[config.mk]
export PLATFORM = sky130hd
export DESIGN_NAME = router_reg_param
export DESIGN_NICKNAME = d
export VERILOG_FILES = /design/src/rtl/router_reg_param.sv
export SDC_FILE = /design/constraint.sdc
export NUM_CORES = 1
export LEC_CHECK = 0
export ABC_CLOCK_PERIOD_IN_PS = 3600
export BUFFER_PORTS_ARGS = -buffer_cell sky130_fd_sc_hd__clkbuf_2
export CORE_AREA = 4 4 89 91
export DETAILED_ROUTE_END_ITERATION = 8
export DIE_AREA = 0 0 93 95
export GPL_ROUTABILITY_DRIVEN = 0
export SLEW_MARGIN = 20
export SYNTH_ARGS = -nofsm -noshare
export SYNTH_HDL_FRONTEND = slang
export SYNTH_SLANG_ARGS = --single-unit
[constraint.sdc]
create_clock -name clock -period 3.6 [get_ports clock]
set_input_delay 0.36 -clock clock [delete_from_list [all_inputs] [get_ports clock]]
set_output_delay 0.36 -clock clock [all_outputs]
set_load 0.05 [all_outputs]
[src/rtl/router_reg_param.sv]
// router_reg_param: router packet datapath register with header capture, full-stall hold buffer,
// configurable parity/checksum accumulation and error reporting.
module router_reg_param #(
   parameter int DATA_W     = 8,
   parameter int HOLD_DEPTH = 2,
   parameter int CHK_MODE   = 0,
   parameter int ERRCNT_W   = 8
) (
   input  logic                clock,
   input  logic                resetn,
   input  logic                pkt_valid,
   input  logic [DATA_W-1:0]   data_in,
   input  logic                fifo_full,
   input  logic                detect_add,
   input  logic                lfd_state,
   input  logic                ld_state,
   input  logic                laf_state,
   input  logic                full_state,
   input  logic                rst_int_reg,
   output logic [DATA_W-1:0]   dout,
   output logic                parity_done,
   output logic                low_pkt_valid,
   output logic                err,
   output logic                hold_empty,
   output logic                hold_ovf,
   output logic [ERRCNT_W-1:0] err_count
);
   localparam int AW = HOLD_DEPTH > 1 ? $clog2(HOLD_DEPTH) : 1;
   localparam int CW = $clog2(HOLD_DEPTH + 1);

   logic [DATA_W-1:0] header, acc, chk;
   logic [DATA_W:0]   mem [HOLD_DEPTH];
   logic [AW-1:0]     wr, rd;
   logic [CW-1:0]     cnt;
   logic [DATA_W:0]   head;
   logic              is_da, is_lfd, is_laf, is_ld, pop, hold_full, err_n;

   function automatic logic [DATA_W-1:0] op(input logic [DATA_W-1:0] a, b);
      return CHK_MODE == 1 ? a + b : a ^ b;
   endfunction

   function automatic logic [AW-1:0] inc(input logic [AW-1:0] p);
      return (p == AW'(HOLD_DEPTH - 1)) ? '0 : p + AW'(1);
   endfunction

   always_comb begin
      is_da     = detect_add;
      is_lfd    = !detect_add && lfd_state;
      is_laf    = !detect_add && !lfd_state && laf_state;
      is_ld     = !detect_add && !lfd_state && !laf_state && ld_state;
      head      = mem[rd];
      pop       = is_laf && !hold_empty;
      hold_full = cnt == CW'(HOLD_DEPTH);
      err_n     = parity_done && (acc != chk);
   end

   always_ff @(posedge clock) begin
      if (!resetn) begin
         header        <= '0;
         acc           <= '0;
         chk           <= '0;
         dout          <= '0;
         parity_done   <= 1'b0;
         low_pkt_valid <= 1'b0;
         err           <= 1'b0;
         hold_empty    <= 1'b1;
         hold_ovf      <= 1'b0;
         err_count     <= '0;
         wr            <= '0;
         rd            <= '0;
         cnt           <= '0;
      end else begin
         if (pkt_valid && detect_add) header <= data_in;
         if (is_ld && !pkt_valid) low_pkt_valid <= 1'b1;
         else if (rst_int_reg) low_pkt_valid <= 1'b0;
         if (is_da) begin
            acc         <= '0;
            chk         <= '0;
            parity_done <= 1'b0;
            err         <= 1'b0;
            wr          <= '0;
            rd          <= '0;
            cnt         <= '0;
            hold_empty  <= 1'b1;
         end else begin
            err <= err_n;
            if (err_n && !err && err_count != '1) err_count <= err_count + ERRCNT_W'(1);
            if (is_lfd) begin
               dout <= header;
               acc  <= header;
            end else if (pop) begin
               dout       <= head[DATA_W-1:0];
               rd         <= inc(rd);
               cnt        <= cnt - CW'(1);
               hold_empty <= cnt == CW'(1);
               // tag bit marks the check byte, which must not enter the accumulator
               if (head[DATA_W]) begin
                  chk         <= head[DATA_W-1:0];
                  parity_done <= 1'b1;
               end else acc <= op(acc, head[DATA_W-1:0]);
            end else if (is_ld) begin
               if (!fifo_full) begin
                  dout <= data_in;
                  if (pkt_valid) acc <= op(acc, data_in);
                  else begin
                     chk         <= data_in;
                     parity_done <= 1'b1;
                  end
               end else if (hold_full) hold_ovf <= 1'b1;
               else begin
                  mem[wr]    <= {!pkt_valid, data_in};
                  wr         <= inc(wr);
                  cnt        <= cnt + CW'(1);
                  hold_empty <= 1'b0;
               end
            end else if (rst_int_reg && !pkt_valid && !full_state) acc <= '0;
         end
      end
   end
endmodule

==> results of run 1 <==
cell usage in the layout (no fill, tap or decap), drive strengths merged, types with 4 or more instances in the layout:
cell	instances
and2	8
nand3	12
clkbuf	48
nor2	24
a21oi	27
o21ai	11
o211a	8
dfxtp	50
clkinv	4
o211ai	10
mux2i	22
nand2	38
xnor2	11
o2111ai	9
inv	14
edfxtp	18
buf	6
o221a	8
nand2b	5
cell families after synthesis:
logic type               after synthesis  share of synthesized area (%)
AND/OR/NAND/NOR                      107                          16.53
AO/OA/AOI/OAI                         79                          18.23
flip-flops                            68                          48.83
buffers and inverters                 34                          4.915
multiplexers                          22                          6.976
XOR/XNOR                              12                          3.329
adder cells (fa/ha/maj)                3                          1.189
sequential cells by signal, indices dropped and copies added (netlist names), named ones only:
register       count
parity_done        1
header             8
low_pkt_valid      1
cnt                2
acc                8
err_count          8
mem               18
chk                8
err                1
wr                 1
hold_empty         1
hold_ovf           1
rd                 1
dout               8
synth_stat cells, drive strengths merged:
library cell	number	share of area, %
mux2i	22	7.0
o221a	8	2.9
nor4	2	0.40
nand2	38	4.5
o21a	2	0.48
inv	14	1.7
clkbuf	11	1.3
o211a	8	2.5
xnor2	11	3.1
nor2	24	2.9
or3	2	0.40
a211oi	1	0.24
edfxtp	18	17
a21oi	27	4.3
nor2b	2	0.40
a221o	1	0.32
nand2b	5	0.99
o32ai	1	0.28
a31oi	1	0.20
xor2	1	0.28
nor3b	1	0.24
or4	2	0.48
nor4b	3	0.83
or4b	2	0.87
o211ai	10	2.8
nand4	3	0.59
ha	3	1.2
o21ai	11	1.7
and2	8	1.6
dfxtp	50	32
nor3	3	0.48
buf	9	1.9
nand3	12	1.9
o2111ai	9	2.5
worst max-delay path, cell delays in order:
cell	delay, ns
clkbuf_2	0.24
or4b_4	0.64
o32ai_2	0.80
mux2i_1	0.17
and2_1	0.19
report_power, final:
part	switching [mW]	leakage, nW	internal [mW]	total, mW
Combinational	0.0890	0.647	0.0348	0.124
Sequential	0.00676	0.567	0.795	0.802
Clock	0.285	0.111	0.402	0.686
through the flow:
stage | util [%] | setup WS, ns
6_report | 51.12 | 1.434
2_1_floorplan | - | 0.9721
5_1_grt | 51.12 | 1.292
3_5_place_dp | 48.11 | 1.094
3_3_place_gp | 48.11 | 1.105
4_1_cts | 51.12 | 1.473
routing by layer:
layer / share of wire (%) / vias to the layer above
met2: 44 / 84
met1: 47 / 1143
met3: 5.6 / 19
met4: 3.1 / 0
li1: - / 1247
met5: 0 / -
worst max-delay path by stage:
stage,startpoint,endpoint,slack (ns)
6_report,detect_add,chk[1]$_SDFFE_PP0P_,1.43
5_1_grt,detect_add,chk[6]$_SDFFE_PP0P_,1.29
4_1_cts,detect_add,chk[1]$_SDFFE_PP0P_,1.47
3_5_place_dp,detect_add,chk[1]$_SDFFE_PP0P_,1.09
3_3_place_gp,detect_add,chk[5]$_SDFFE_PP0P_,1.11
2_1_floorplan,detect_add,mem[0][0]$_DFFE_PP_,0.97
final cells by class:
cell class / count / area (um2) / share of cell area [%]
Clock buffer: 10 / 137.6 / 3.772
Inverter: 14 / 52.55 / 1.440
Tap cell: 99 / 123.9 / 3.395
Timing Repair Buffer: 44 / 235.2 / 6.447
Multi-Input combinational cell: 223 / 1480 / 40.57
Clock inverter: 6 / 77.57 / 2.126
Sequential cell: 68 / 1541 / 42.25
==> results.ini, run 1 <==
[synthesis]
synth_area_um2 = 3157
syn-num-nets = 346
yosysSeqAreaShare_pct = 48.83
syn-instance-count = 325
yosys_register_bits = 68
avgSynthCellArea_um2 = 9.713
yosys_warnings = 0
synth_cell_type_count = 39

[floorplan]
die_h_um = 95
rows = 31
die_area_um2 = 8835
initial_core_util_pct = 44.23
core-area_um2 = 7137
fp.dieW_um = 93
io_pins = 39

[detailed_routing]
detail-route-antenna-nets = 0
drt-pass1-iter-count = 4
vias = 2493
drc = 0
wl_per_cell_um = 16.20
dr.first_iter.drc_count = 126
viasPerCell = 5.373
wl_um = 7515

[global_routing]
grt_util_met1_pct = 24.81
antenna_found_initial = 0
grt_pass1_vias = 2435
track_usage_pct = 18.27
use_met3_pct = 3.347
grt_pass1_wl_um = 12210
grt_start_max_net_pins = 22
overflow = 0
busiest_layer = met2
use_met2_pct = 26.69

[timing]
max_slew.worst_pin.slew_ns = 0.9467
fin_crit_sh_pct = 60.16
setup_violations = 0
setup_tns_ns = 0
hold_slack_ns = 0.3016
hold_viol_final = 0
relSlewSlack_pct = 36.88
period_needed_ns = 2.166
skew_ns = 0.006717
fmax_mhz = 461.7
report.final.slew_viol_count = 0
rsz0062_at_grt = no

[flow_run]
max_cap_violations = 0

[pwr]
fin_total_pwr_mw = 1.612
power_density_nw_per_um2 = 441.9
ir_drop_mv = 0.1913
p_leak_nw = 1.325

[critical_path]
worstPathArrival_ns = 2.41
critPathKind = primary input to flip-flop
path_max_fanout = 18
start_kind = primary input
regToRegStartpoint = hold_empty$_SDFFE_PP1P_
crit_required_ns = 3.85
end_kind = flip-flop
r2r_cells = 4
rrSetupSlack_ns = 1.53
reg2reg_to = chk[1]$_SDFFE_PP0P_

[worst_hold_path]
whs_path_depth = 1
hold_path.class = primary input to flip-flop
hold_end = mem[0][4]$_DFFE_PP_
hp-start = data_in[4]

[outcome]
status = finished clean

[clock_tree]
cts_resized = 0
cts_tree = done
post-cts-setup-buffers = 0
cts_buffer_depth = 2
clkLatencyLatePin_ns = 0.35
clockRootBuffer = clkbuf_8
htree_levels = 3
clock_sinks = 68
clk_pin_slew_ns = 0.07
cts_hold_buffers = 0
cts_buffers = 9

[layout]
drive_above_1_share_pct = 19.45
nets = 381
fin_cells = 464
n_antenna_cell = 0
area_growth_pct = 15.58
num-fill-cells = 696
fin_area_um2 = 3649

[placement]
dpl_cell_area_um2 = 3433
dpl.hpwl_um = 5333
dp_cells = 448
port_buffers = 38

(Power assumes the default switching activity.)
==> run 2, diff against run 1 <==
--- a/config.mk
+++ b/config.mk
@@ -5,12 +5,13 @@
 export SDC_FILE = /design/constraint.sdc
 export NUM_CORES = 1
 export LEC_CHECK = 0
-export ABC_CLOCK_PERIOD_IN_PS = 3600
+export ABC_CLOCK_PERIOD_IN_PS = 1810
 export BUFFER_PORTS_ARGS = -buffer_cell sky130_fd_sc_hd__clkbuf_2
 export CORE_AREA = 4 4 89 91
 export DETAILED_ROUTE_END_ITERATION = 8
 export DIE_AREA = 0 0 93 95
 export GPL_ROUTABILITY_DRIVEN = 0
+export PLACE_DENSITY = 0.66
 export SLEW_MARGIN = 20
 export SYNTH_ARGS = -nofsm -noshare
 export SYNTH_HDL_FRONTEND = slang
==> constraint.sdc (replaced) <==
create_clock -name clock -period 1.81 [get_ports clock]
set_input_delay 0.181 -clock clock [delete_from_list [all_inputs] [get_ports clock]]
set_output_delay 0.181 -clock clock [all_outputs]
set_load 0.05 [all_outputs]
==> run 2 against run 1 <==
Effect of this change: utilization rose by 2.6 points; register-to-register slack got worse by 1.5 ns; non-clock buffer count increased by 22; worst hold slack lost 0.20 ns; flip-flop and latch count did not move; highest routed layer unchanged; first-iteration DRC count decreased by 4.0%; critical path type is now flip-flop to flip-flop; routed wire length fell by 3.6%; clock power increased by 50%; global-route usage shrank 0.45 points; count of clock-buffer cells in the layout rose by 3; largest power group unchanged; final cell count grew 4.7%.
==> results.ini, run 2 (same netlist as run 1, synthesis figures left out) <==
[clock_tree]
cts_tree = done
cts_hold_buffers = 0  ; unchanged
clkLatencyLatePin_ns = 0.34  ; about the same
clk_pin_slew_ns = 0.07  ; about the same
post-cts-setup-buffers = 0  ; unchanged
clockRootBuffer = clkbuf_8
cts_buffers = 9  ; unchanged
cts_buffer_depth = 2  ; unchanged
htree_levels = 3  ; unchanged
clock_sinks = 68  ; unchanged

[pwr]
seq_power_share_pct = 54.8  ; +5.0 points
intPower_mw = 2.173  ; +76%
swShare_pct = 25.23  ; +1.6 points
fin_total_pwr_mw = 2.907  ; +80%
power_density_nw_per_um2 = 758.5  ; +72%
pwr-share-clk_pct = 35.4  ; -7.2 points
p_leak_nw = 1.430  ; +7.9%
power.switching_mw = 0.7335  ; +93%
ir_drop_mv = 0.3440  ; +80%
comb_power_share_pct = 9.8  ; +2.1 points

[critical_path]
critPathMaxStageDelay_ns = 0.57  ; -0.23 ns
r2r_cells = 5  ; +1
path_max_fanout = 14  ; -4
critPathKind = flip-flop to flip-flop
regToRegStartpoint = hold_empty$_SDFFE_PP1P_
worstPathArrival_ns = 1.98  ; -0.43 ns
start_kind = flip-flop
crit_cells = 5  ; unchanged
end_kind = flip-flop
crit_buf_inv = 1  ; unchanged
crit_required_ns = 2.04  ; -1.81 ns
path_delay_family = simple AND/OR/NAND/NOR gates
worst_path_max_delay_cell = or4b_4
worstPathCellList = or4b_4 -> o211ai_4 -> buf_12 -> a21oi_1 -> o221a_2
critPathLaunch = hold_empty$_SDFFE_PP1P_

[floorplan]
io_pins = 39  ; unchanged
initial_core_util_pct = 44.23  ; unchanged
die_h_um = 95  ; unchanged
die_area_um2 = 8835  ; unchanged
rows = 31  ; unchanged
fp.dieW_um = 93  ; unchanged
core-area_um2 = 7137  ; unchanged

[layout]
postLayoutCoreUtil_pct = 53.70  ; +2.6 points
num-fill-cells = 712  ; +2.3%
area_growth_pct = 21.40
n_antenna_cell = 0  ; unchanged
nets = 403  ; +5.8%
largest_register_ffs = 18  ; unchanged
layout_common_cells = dfxtp_1 (49), nand2_1 (38), clkbuf_2 (38), a21oi_1 (27)
drive_above_1_share_pct = 24.29  ; +4.8 points
regMostFlops = mem
fin_cells = 486  ; +4.7%
layout_commonest_cell = dfxtp_1

[detailed_routing]
drt-pass1-iter-count = 4  ; unchanged
vias = 2590  ; +3.9%
viasPerCell = 5.329  ; -0.81%
wl_um = 7245  ; -3.6%
wl_per_cell_um = 14.91  ; -8.0%
dr.first_iter.drc_count = 121  ; -4.0%
drc = 0  ; unchanged
detail-route-antenna-nets = 0  ; unchanged

[timing]
hold_viol_final = 0  ; unchanged
skew_ns = 0.005227  ; -0.001490 ns
hold_slack_ns = 0.1058  ; -0.1958 ns
report.final.slew_viol_count = 0  ; unchanged
fmax_mhz = 571.7
setup_violations = 0  ; unchanged
fin_crit_sh_pct = 96.63
setup_tns_ns = 0  ; unchanged
relSlewSlack_pct = 73.59  ; +37 points
period_needed_ns = 1.749
max_slew.worst_pin.slew_ns = 0.3852  ; -0.5616 ns

[flow_run]
max_cap_violations = 0  ; unchanged

[global_routing]
use_met2_pct = 30.35  ; +3.7 points
grt_pass1_vias = 2598  ; +6.7%
use_met3_pct = 3.904  ; +0.56 points
overflow = 0  ; unchanged
grt_pass1_wl_um = 12220  ; about the same
track_usage_pct = 17.82  ; -0.45 points
grt_start_max_net_pins = 20  ; -9.1%
grt_util_met1_pct = 21.58  ; -3.2 points
antenna_found_initial = 0  ; unchanged
busiest_layer = met2

[placement]
dp_cells = 470  ; +4.9%
dpl.hpwl_um = 5485  ; +2.9%
port_buffers = 38  ; unchanged

[worst_hold_path]
hold_path.class = primary input to flip-flop
whs_path_depth = 1  ; unchanged
hp-start = data_in[4]

[outcome]
status = finished clean

run 2: worst paths after layout:
check                           end  slack, ns
min reg2reg  header[1]$_SDFFE_PN0P_       0.46
min             mem[1][4]$_DFFE_PP_       0.11
max             acc[7]$_SDFFE_PP0P_       0.06
max reg2reg     acc[7]$_SDFFE_PP0P_       0.06
run 2: layout make-up:
class,count,area (um2),area share (%)
multi-input combinational,223,1516,39.57
clock inverter,3,13.76,0.3591
inverter,14,52.55,1.371
timing repair buffer,66,441.7,11.52
tap,99,123.9,3.232
sequential,68,1545,40.32
clock buffer,13,138.9,3.624
run 2: metrics by stage:
stage,instance area (um2),setup WS [ns]
3_3_place_gp,3662,-0.1146
4_1_cts,3815,0.01342
5_1_grt,3832,-0.001264
2_1_floorplan,3197,-0.2455
3_5_place_dp,3662,-0.1310
6_report,3832,0.06098
run 2: power groups by stage:
stage	registers [mW]	logic [mW]	clock network, mW
finish	1.59	0.285	1.03
global route	1.59	0.311	1.12
CTS	1.59	0.284	1.05
detailed placement	1.63	0.283	0
global placement	1.63	0.278	0
floorplan	1.67	0.125	0
run 2: routing by layer:
layer / vias to the layer above / part of all wire, %
met3: 16 / 4.3
met1: 1224 / 45
met2: 59 / 49
met5: - / 0
li1: 1291 / -
met4: 0 / 1.9
run 2: timing repair:
item,4_1_cts,5_1_grt
setup endpoints to repair,0,36
endpoints found under the hold margin,0,0
gates resized for setup,0,3
